--- config.mk ---
export PLATFORM = sky130hd
export DESIGN_NAME = scan_addr_gen_flat
export DESIGN_NICKNAME = d
export VERILOG_FILES = /design/src/rtl/scan_addr_gen_pkg.sv /design/src/rtl/scan_addr_gen_if.sv /design/src/rtl/scan_addr_gen_dwell_counter.sv /design/src/rtl/scan_addr_gen.sv /design/src/flat_wrapper.sv
export SDC_FILE = /design/constraint.sdc
export NUM_CORES = 1
export LEC_CHECK = 0
export CAP_MARGIN = 20
export CORE_MARGIN = 3
export CORE_UTILIZATION = 45
export CTS_CLUSTER_DIAMETER = 150
export CTS_CLUSTER_SIZE = 40
export DETAILED_ROUTE_END_ITERATION = 8
export PLACE_DENSITY = 0.68
export SYNTH_ARGS = -nofsm -noshare
export SYNTH_HDL_FRONTEND = slang
export SYNTH_HIERARCHICAL = 1
export SYNTH_SLANG_ARGS = --single-unit
--- constraint.sdc ---
create_clock -name clk -period 7.1 [get_ports clk]
set_input_delay 0.71 -clock clk [delete_from_list [all_inputs] [get_ports clk]]
set_output_delay 0.71 -clock clk [all_outputs]
set_load 0.02 [all_outputs]
--- src/rtl/scan_addr_gen_pkg.sv ---
// Shared types and constants for the scan address generator.
// Latency: n/a (declarations only).
// Backpressure: n/a (declarations only).
package scan_pkg;

   localparam int ADDR_W_DEF  = 4;
   localparam int DWELL_W_DEF = 8;
   localparam int LINES       = 2 ** ADDR_W_DEF;

   typedef enum logic [1:0] {
      IDLE  = 2'd0,
      SCAN  = 2'd1,
      BLANK = 2'd2
   } state_t;

endpackage

--- src/rtl/scan_addr_gen_if.sv ---
// Control/status bundle between a scan controller and its address generator.
// Latency: n/a (wires only).
// Backpressure: none; start/stop are level requests sampled by the generator.
interface scan_addr_gen_if #(
   parameter int ADDR_W  = scan_pkg::ADDR_W_DEF,
   parameter int DWELL_W = scan_pkg::DWELL_W_DEF
);
   logic               start;
   logic               stop;
   logic               mode;
   logic [DWELL_W-1:0] dwell;
   logic [ADDR_W-1:0]  addr;
   logic               en;
   logic               busy;
   logic               line_tick;
   logic               done;

   modport master (
      output start, stop, mode, dwell,
      input  addr, en, busy, line_tick, done
   );

   modport slave (
      input  start, stop, mode, dwell,
      output addr, en, busy, line_tick, done
   );
endinterface

--- src/rtl/scan_addr_gen_dwell_counter.sv ---
// Loadable down-counter timing how long each line stays selected.
// Latency: o_tc is high in the cycle the count equals 1, i.e. the last dwell cycle.
// Backpressure: none; load has priority over counting, the count parks at 0.
module dwell_counter #(
   parameter int DWELL_W = scan_pkg::DWELL_W_DEF
) (
   input  logic               clk,
   input  logic               rst_n,
   input  logic               i_load,
   input  logic [DWELL_W-1:0] i_load_val,
   output logic               o_tc
);

   logic [DWELL_W-1:0] r_count;

   // load on line entry, otherwise count down and hold at zero
   always_ff @(posedge clk or negedge rst_n) begin
      if (!rst_n) begin
         r_count <= '0;
      end else if (i_load) begin
         r_count <= i_load_val;
      end else if (r_count != '0) begin
         r_count <= r_count - DWELL_W'(1);
      end
   end

   assign o_tc = (r_count == DWELL_W'(1));

endmodule

--- src/rtl/scan_addr_gen.sv ---
// Walks decoder lines 0..2**ADDR_W-1 holding each for max(dwell,1) cycles; single or continuous sweep.
// Latency: outputs registered; first line appears the cycle after start is accepted in IDLE.
// Backpressure: start ignored while busy, stop aborts from any state. Optional SCAN_BLANK_EN adds a one-cycle en=0 gap between lines.
module scan_addr_gen
   import scan_pkg::*;
#(
   parameter int ADDR_W  = ADDR_W_DEF,
   parameter int DWELL_W = DWELL_W_DEF
) (
   input  logic           clk,
   input  logic           rst_n,
   scan_addr_gen_if.slave bus
);

   state_t             r_state;
   logic [ADDR_W-1:0]  r_addr;
   logic               r_en;
   logic               r_busy;
   logic               r_tick;
   logic               r_done;
   logic               r_mode;
   logic [DWELL_W-1:0] r_dwell;

   state_t             w_state_nxt;
   logic [ADDR_W-1:0]  w_addr_nxt;
   logic               w_en_nxt;
   logic               w_busy_nxt;
   logic               w_tick_nxt;
   logic               w_done_nxt;
   logic               w_latch;
   logic               w_cnt_load;
   logic [DWELL_W-1:0] w_cnt_val;
   logic [DWELL_W-1:0] w_dwell_eff;
   logic               w_tc;
   logic               w_last;

   // a dwell of zero behaves as one cycle per line
   assign w_dwell_eff = (bus.dwell == '0) ? DWELL_W'(1) : bus.dwell;
   assign w_last      = &r_addr;

   dwell_counter #(.DWELL_W(DWELL_W)) u_dwell (
      .clk        (clk),
      .rst_n      (rst_n),
      .i_load     (w_cnt_load),
      .i_load_val (w_cnt_val),
      .o_tc       (w_tc)
   );

   // next state and next registered outputs; stop always wins
   always_comb begin
      w_state_nxt = IDLE;
      w_addr_nxt  = '0;
      w_en_nxt    = 1'b0;
      w_busy_nxt  = 1'b0;
      w_tick_nxt  = 1'b0;
      w_done_nxt  = 1'b0;
      w_latch     = 1'b0;
      w_cnt_load  = 1'b0;
      w_cnt_val   = r_dwell;
      case (r_state)
         IDLE: begin
            if (bus.start && !bus.stop) begin
               w_state_nxt = SCAN;
               w_en_nxt    = 1'b1;
               w_busy_nxt  = 1'b1;
               w_latch     = 1'b1;
               w_cnt_load  = 1'b1;
               w_cnt_val   = w_dwell_eff;
            end
         end
         SCAN: begin
            if (bus.stop) begin
               w_cnt_load = 1'b1;
               w_cnt_val  = '0;
            end else if (w_tc && w_last && !r_mode) begin
               // single sweep finished: the done cycle is already IDLE
               w_done_nxt = 1'b1;
            end else if (w_tc) begin
               // advance; the incrementer wraps 15->0 for continuous mode
               w_addr_nxt = r_addr + ADDR_W'(1);
               w_tick_nxt = 1'b1;
               w_done_nxt = w_last;
               w_busy_nxt = 1'b1;
`ifdef SCAN_BLANK_EN
               w_state_nxt = BLANK;
               w_en_nxt    = 1'b0;
`else
               w_state_nxt = SCAN;
               w_en_nxt    = 1'b1;
               w_cnt_load  = 1'b1;
`endif
            end else begin
               w_state_nxt = SCAN;
               w_addr_nxt  = r_addr;
               w_en_nxt    = 1'b1;
               w_busy_nxt  = 1'b1;
            end
         end
`ifdef SCAN_BLANK_EN
         BLANK: begin
            if (bus.stop) begin
               w_cnt_load = 1'b1;
               w_cnt_val  = '0;
            end else begin
               w_state_nxt = SCAN;
               w_addr_nxt  = r_addr;
               w_en_nxt    = 1'b1;
               w_busy_nxt  = 1'b1;
               w_cnt_load  = 1'b1;
            end
         end
`endif
         default: begin
            w_state_nxt = IDLE;
         end
      endcase
   end

   // state, output and sweep-configuration registers
   always_ff @(posedge clk or negedge rst_n) begin
      if (!rst_n) begin
         r_state <= IDLE;
         r_addr  <= '0;
         r_en    <= 1'b0;
         r_busy  <= 1'b0;
         r_tick  <= 1'b0;
         r_done  <= 1'b0;
         r_mode  <= 1'b0;
         r_dwell <= '0;
      end else begin
         r_state <= w_state_nxt;
         r_addr  <= w_addr_nxt;
         r_en    <= w_en_nxt;
         r_busy  <= w_busy_nxt;
         r_tick  <= w_tick_nxt;
         r_done  <= w_done_nxt;
         if (w_latch) begin
            r_mode  <= bus.mode;
            r_dwell <= w_dwell_eff;
         end
      end
   end

   assign bus.addr      = r_addr;
   assign bus.en        = r_en;
   assign bus.busy      = r_busy;
   assign bus.line_tick = r_tick;
   assign bus.done      = r_done;

endmodule

--- src/flat_wrapper.sv ---
// flat-port wrapper written by rule: the top's interface ports become plain ports
module scan_addr_gen_flat import scan_pkg::*;
#(
   parameter int ADDR_W  = ADDR_W_DEF,
   parameter int DWELL_W = DWELL_W_DEF
)
  (clk, rst_n, bus_start, bus_stop, bus_mode, bus_dwell, bus_addr, bus_en, bus_busy, bus_line_tick, bus_done);
  scan_addr_gen_if #(.ADDR_W(ADDR_W), .DWELL_W(DWELL_W)) bus_i ();
  input  logic clk;
  input  logic rst_n;
  input wire logic [$bits(bus_i.start)-1:0] bus_start;
  input wire logic [$bits(bus_i.stop)-1:0] bus_stop;
  input wire logic [$bits(bus_i.mode)-1:0] bus_mode;
  input wire logic [$bits(bus_i.dwell)-1:0] bus_dwell;
  output wire logic [$bits(bus_i.addr)-1:0] bus_addr;
  output wire logic [$bits(bus_i.en)-1:0] bus_en;
  output wire logic [$bits(bus_i.busy)-1:0] bus_busy;
  output wire logic [$bits(bus_i.line_tick)-1:0] bus_line_tick;
  output wire logic [$bits(bus_i.done)-1:0] bus_done;
  assign bus_i.start = bus_start;
  assign bus_i.stop = bus_stop;
  assign bus_i.mode = bus_mode;
  assign bus_i.dwell = bus_dwell;
  assign bus_addr = bus_i.addr;
  assign bus_en = bus_i.en;
  assign bus_busy = bus_i.busy;
  assign bus_line_tick = bus_i.line_tick;
  assign bus_done = bus_i.done;
  scan_addr_gen #(.ADDR_W(ADDR_W), .DWELL_W(DWELL_W)) u_core (.clk(clk), .rst_n(rst_n), .bus(bus_i));
endmodule
==> results of run 1 <==
==> registers in the layout, indices dropped and copies added, names as in the netlist <==
register / cells
u_core/bus.done: 1
u_core/r_state: 1
u_core/bus.line_tick: 1
u_core/bus.addr: 4
u_core/r_dwell: 8
u_core/u_dwell/r_count: 8
u_core/r_mode: 1
==> cell families (layout without fill, tap and decap cells) <==
logic type	count (synthesis)	count (layout)	synth area share
buffers and inverters	16	32	0.0578
DFF	24	24	0.427
muxes	9	9	0.0898
xor gates and xnor gates	5	5	0.0311
adders and majority gates	4	4	0.0356
and+or+nand+nor	46	46	0.175
AOI/OAI and AO/OA	35	35	0.184
==> power breakdown <==
| group | switching (uW) | internal [uW] | leakage [uW] |
|---|---|---|---|
| registers | 42.5 | 170 | 0.000299 |
| clock network | 41.7 | 31.3 | 0.0000210 |
| logic | 83.5 | 82.7 | 0.000364 |
| total | 168 | 284 | 0.000684 |
==> cell type report <==
class,count,share of cell area
Timing Repair Buffer,22,0.141
Tap cell,42,0.0314
Inverter,6,0.0135
Sequential cell,24,0.359
Clock buffer,4,0.0217
Multi-Input combinational cell,99,0.434
==> worst min-delay path by stage <==
stage / cells past startpoint / slack [ns] / end / from
floorplan: 0 / 0.41 / u_core/bus.addr[0] / rst_n
finish: 2 / 0.53 / u_core/r_dwell[0] / u_core/r_dwell[0]
global placement: 2 / 0.48 / u_core/r_dwell[0] / u_core/r_dwell[0]
detailed placement: 2 / 0.49 / u_core/r_dwell[0] / u_core/r_dwell[0]
global route: 2 / 0.57 / u_core/r_dwell[0] / u_core/r_dwell[0]
CTS: 2 / 0.52 / u_core/r_dwell[0] / u_core/r_dwell[0]
==> per-layer routing <==
metal,routed length [um],global-route usage,vias up,part of all wire
met1,1420,0.247,551,0.46
li1,-,-,543,-
met4,20,0.0636,0,0.0065
met2,1510,0.299,30,0.49
met3,125,0.0269,2,0.041
met5,0,0,-,0
==> cells in the final DEF, fill, tap and decap left out, types with 4 or more instances in the layout <==
cell type and instances:
o2bb2ai_1 7, clkdlybuf4s50_1 20, nor3_1 4, a22oi_1 7, o31ai_1 4, ha_1 4, nand2_1 7, mux2_4 7
dfrtp_1 24, nor2_1 16, a21oi_1 5, inv_1 6
==> stage by stage <==
| step | util | instances |
|---|---|---|
| floorplan | - | 139 |
| global placement | 0.559 | 192 |
| detailed placement | 0.559 | 192 |
| CTS | 0.572 | 196 |
| global route | 0.582 | 197 |
| finish | 0.582 | 197 |
==> worst max-delay path, stage by stage <==
cell	delay, ns
clkdlybuf4s50_1	0.63
nor3b_1	0.58
nor2_1	0.08
nor2_1	0.72
nor3_1	0.14
a221oi_1	0.27
==> results.txt, run 1 <==
The run finished with clean final reports. The standby leakage power is 0.000684 uW. The number of pins with negative max-slew slack in the final report came to 0. The launching element of the worst setup path is bus_stop. The tree is rooted in a clkbuf_4. The number of global-route vias before repair is 1110.

The register-to-register setup slack came out at 4.41 ns. The final total negative setup slack came out at 0 ns. The shortest clock period the worst path allows after layout is 2.91 ns. The critical path is of the input port to flip-flop type. The highest net fanout along the worst path came out at 17. The post-synth net total came out at 156. The fmax came out at 343 MHz. The number of search-and-repair iterations in the first detailed-routing pass came out at 5.

The vias after detailed routing came out at 1126. TritonCTS built the clock tree. For this design, the sink count on the clock tree is 24. The clock latency at the later pin of the worst-skew pair is 0.31 ns. With fillers left out, the area of the finished cells amounts to 1670 um^2. The number of primary I/O pins is 21. The total length of routed wires came out at 3080 um. The total power per unit cell area is 270 nW/um^2. The half-perimeter wire length of the detailed placement result is 2220 um.

The floorplan step defined a die boundary enclosing 3840 um^2. The number of failing setup endpoints in the final timing report came out at 0. Dividing the detail-routed wire length by the instance count gives 15.6 um.

The endpoint of the lowest-slack register-to-register path is u_core/u_dwell/r_count[5]. The hold buffer count at cts is 0. Data on the critical path is required at its endpoint by 7.31 ns.

The synthesis-to-finish area growth came out at 18.8%. The post-route clock skew is 0.00223 ns. Power comes to 452 uW. Dividing the final minimum period by the clock period gives 0.411.

In this run the remaining antenna-violating nets after routing total 0. The first-iteration detailed-routing DRC count is 87. The die is 61.9 um tall.

The critical path ends at u_core/u_dwell/r_count[5]. The share of the synthesized area in the top cell type came out at 0.427. The total core area is 2880 um^2. The die is 61.9 um wide.

The number of rows created at floorplan is 19. The worst reg2reg path depth is 7. The placement-stage worst setup slack came out at 3.89 ns. The total congestion overflow after global routing is 0. The multi-input combinational cells in the finished layout cover a total of 726 um^2. The first global-routing pass estimated 5180 um of wire. Counting the buffers created by CTS gives 3.

The biggest area contributor in the post-synthesis netlist is dfrtp_1. The launch instance of the worst register-to-register path is u_core/u_dwell/r_count[4]. The portion of the post-synthesis area used by sequential elements came out at 0.427. The maximum clock path buffer count came out at 2. The total setup buffers inserted after CTS is 0.

The number of enable-type register cells in the synthesized netlist came out at 0. After synthesis, the share of flip-flops with an asynchronous set or reset is 1.00. The layout net count is 173.

The layout cell share with drive strength beyond 1 is 0.103. Sorting the synthesized cells by area gives the leading types as dfrtp_1 (43%), mux2_4 (7.5%), o2bb2ai_1 (4.4%). The worst setup path is captured at a flip-flop. The instance count of the mapped netlist is 139.

The total inserted antenna cells is 0. Final hold analysis gives a worst-case slack of 0.525 ns. Counting distinct cell types in the post-synthesis netlist gives 40. The setup slack of the critical path after layout is 4.19 ns. For this run, the total global-route usage over all layers was measured as 0.183. Among all cell types in the netlist, the one instantiated most often is dfrtp_1. At the pin with the least slew margin, the transition time is 0.907 ns. The routability congestion estimate from global placement came out at 0.843.

In this run the worst hold path is classified as flip-flop to flip-flop. The arrival time at the worst endpoint came out at 3.13 ns. The worst-case headroom to the max-slew limit is 0.393.

The maximum number of pins on one net before global-route repair came out at 25. After clock tree synthesis, the clock-pin slew on the worst setup and hold paths is 0.13 ns. Setup repair after global routing left no endpoint under its margin.

The effective utilization at floorplan is 0.489. The combined flip-flop and latch cell area is 601 um^2. The remaining design rule violation count is 0. The number of gates resized after cts is 0. The synthesized area per cell came out at 10.1 um^2. The initial antenna violation count is 0.

In this run the cell area of the synthesized design comes to 1410 um^2. After synthesis, the most frequently instantiated cells are dfrtp_1 (24), nor2_1 (16). The vias per cell came out at 5.72. The number of fillers in the final layout came out at 253.

The register bit total from synthesis is 24. The total of max-cap violations came out at 0. The largest vdd supply drop is 0.104 mV. The Yosys step of the flow raised 6 warnings. The primary flip-flop cell chosen by synthesis mapping is dfrtp_1. The kind of start point of the critical path is an input port. The maximum level of the CTS H-tree is 1. In this run the tool buffered the top-level ports with 20 buffer cells. Once placement finished, the instance area stood at 1610 um^2. The final count of hold timing violations is 0.
Power figures use the tool's default switching activity.
==> run 2, diff against run 1 <==
PLACE_DENSITY = 0.71   (was 0.68)
clock period = 2.51 ns   (was 7.1 ns; I/O delays follow)
==> run 2 against run 1 <==
Against the previous run: flip-flop and latch count unchanged; first-iteration DRC count decreased by 49%; final area increased by 0.60%; clock power increased to 2.7 times the previous value; worst hold slack got worse by 0.25 ns; non-clock buffer count increased by 4; clock skew about the same.
==> results.txt, run 2 (synthesized netlist as in run 1, its figures left out) <==
The signal on the critical path passes through or3_1 -> nor4_1 -> a21oi_1 -> nor2_1 -> buf_4 -> nand2b_1 -> a21oi_1 -> nand3b_1. The number of pins with negative max-slew slack in the final report was 0 (unchanged). Leaving out fill and tap cells, the most frequent cell in the layout is dfrtp_1.

The total setup buffers inserted after CTS is 0 (unchanged). The total core area is 2880 um^2 (unchanged). The number of global-route vias before repair is 1171 (+5.5%). The maximum cell stage delay along the critical path is 0.51 ns (-0.21 ns).

The flow ran to the end, and the final reports show no timing, DRC or antenna violations. The synthesis-to-finish area growth is 19.6%. The vias after detailed routing came out at 1113 (-1.2%).

The post-route clock period utilization came out at 0.932. The first-iteration detailed-routing DRC count is 44 (-49%). The register-to-register setup slack is 0.17 ns (-4.24 ns).

The total of max-cap violations is 0 (unchanged). The combined global-route utilization of all metal layers came out at 0.182 (-0.000779). The final count of hold timing violations is 0 (unchanged). STA classifies the critical path startpoint as a flip-flop. The actual slew at the worst max-slew pin is 0.570 ns (-0.337 ns). The total inserted antenna cells came out at 0 (unchanged).

The effective utilization at floorplan came out at 0.489 (unchanged). The number of fillers in the final layout came out at 258 (+2.0%). The number of failing setup endpoints in the final timing report is 0 (unchanged). The average routed wire per standard cell came out at 14.9 um (-4.3%). The tree is rooted in a clkbuf_4. The area enclosed by the die boundary came out at 3840 um^2 (unchanged).

The largest vdd supply drop is 0.408 mV (+290%). The final total negative setup slack came out at 0 ns (unchanged). The setup slack of the critical path after layout is 0.171 ns (-4.01 ns).

In this design, the critical path's most frequently occurring cell is a21oi_1. The number of routed nets with antenna violations is 0 (unchanged). The clock sink count is 24 (unchanged). TritonCTS built the clock tree.

The initial antenna violation count is 0 (unchanged). The hold buffer count at cts came out at 0 (unchanged). The clock edge transition at the registers on the reported setup and hold paths is 0.12 ns (about the same). The half-perimeter wire length of the detailed placement result is 2300 um (+3.5%).

The total length of routed wires came to 3000 um (-2.4%). Setup repair after global routing left no endpoint under its margin. The largest delay contributor family on the critical path is simple AND/OR/NAND/NOR gates. The end-of-flow core utilization came out at 0.585 (+0.00348). The layout net count is 177 (+2.3%). The vertical extent of the die came out at 61.9 um (unchanged). The remaining design rule violation count came out at 0 (unchanged). The placement-stage worst setup slack is 0.193 ns (-3.70 ns). The worst-case headroom to the max-slew limit came out at 0.619 (+0.226). The number of buffers added by the clock tree synthesis step is 3 (unchanged).

The highest net fanout along the worst path is 17 (unchanged). The post-route clock skew is 0.00179 ns (-0.000445 ns). The final standard cell count with taps included and fillers excluded came out at 201 (+2.0%).

In the layout the commonest cells are dfrtp_1 (24), clkdlybuf4s50_1 (20), nor2_1 (16). The maximum clock path buffer count is 2 (unchanged). The arrival time at the worst endpoint was 2.54 ns (-0.59 ns). The routability congestion estimate from global placement is 0.864 (+2.5%).

The horizontal die dimension is 61.9 um (unchanged). The sum of buffers and inverters on the critical path is 1 (unchanged). The sort of element at the end of the critical path is a flip-flop. The number of gates resized after cts is 0 (unchanged). The worst-case hold slack was 0.276 ns (-0.249 ns). The maximum number of pins on one net before global-route repair came out at 25 (unchanged). The number of primary I/O pins is 21 (unchanged). The number of rows created at floorplan is 19 (unchanged). The standby leakage power came out at 0.000695 uW (+1.7%). The maximum level of the CTS H-tree came out at 1 (unchanged). The layout cell share with drive strength beyond 1 is 0.126 (+0.0226). The total congestion overflow after global routing is 0 (unchanged). The shortest clock period the worst path allows after layout came out at 2.34 ns. The clock latency at the later pin of the worst-skew pair is 0.31 ns (about the same).

For this design, the slowest cell found on the critical path is nor4_1. The total power per unit cell area is 749 nW/um^2 (+180%). The placed cell count was 197 (+2.6%). The number of search-and-repair iterations in the first detailed-routing pass came out at 4 (-1). By startpoint and endpoint, the worst setup path is classified as flip-flop to flip-flop. The vias per cell came out at 5.54 (-3.1%). The required time at the endpoint of the critical path is 2.71 ns (-4.60 ns). The global-route wire length before repair came out at 5220 um (+0.79%). The fmax came out at 428 MHz.

The total of buffers placed on input and output ports came out at 20 (unchanged). The tightest min-delay check is of the input port to asynchronous set/reset pin type.
-- run 2: final timing paths --
check | start | endpoint | depth (start not counted)
min in group clk | u_core/r_dwell[0] | u_core/r_dwell[0] | 2
min | rst_n | u_core/r_dwell[4] | 2
max | u_core/u_dwell/r_count[4] | u_core/u_dwell/r_count[6] | 8
min reg2reg | u_core/r_dwell[0] | u_core/r_dwell[0] | 2
max in group asynchronous | rst_n | u_core/r_dwell[0] | 2
max reg2reg | u_core/u_dwell/r_count[4] | u_core/u_dwell/r_count[6] | 8
-- run 2: report_power, final --
| group | switching, uW | total (uW) | internal [uW] |
|---|---|---|---|
| clock | 110 | 198 | 88.5 |
| sequential | 122 | 603 | 481 |
| combinational | 223 | 459 | 235 |
-- run 2: cell type report --
cell class,count,area [um^2],area share
clock buffers,4,36.3,0.0216
flip-flops and latches,24,601,0.357
inverters,6,22.5,0.0134
well taps,42,52.6,0.0312
repair buffers,26,245,0.146
multi-input cells,99,726,0.431
-- run 2: per-stage QoR --
stage | power, uW | area (um^2)
floorplan | 951 | 1410
global placement | 1050 | 1650
detailed placement | 1070 | 1650
CTS | 1270 | 1680
global route | 1360 | 1680
finish | 1260 | 1680
-- run 2: metal layers --
metal	share of wire	global-route usage	vias up
li1	-	-	548
met1	0.47	0.226	537
met2	0.48	0.317	22
met3	0.034	0.0413	6
met4	0.019	0.0515	0
met5	0	0	-
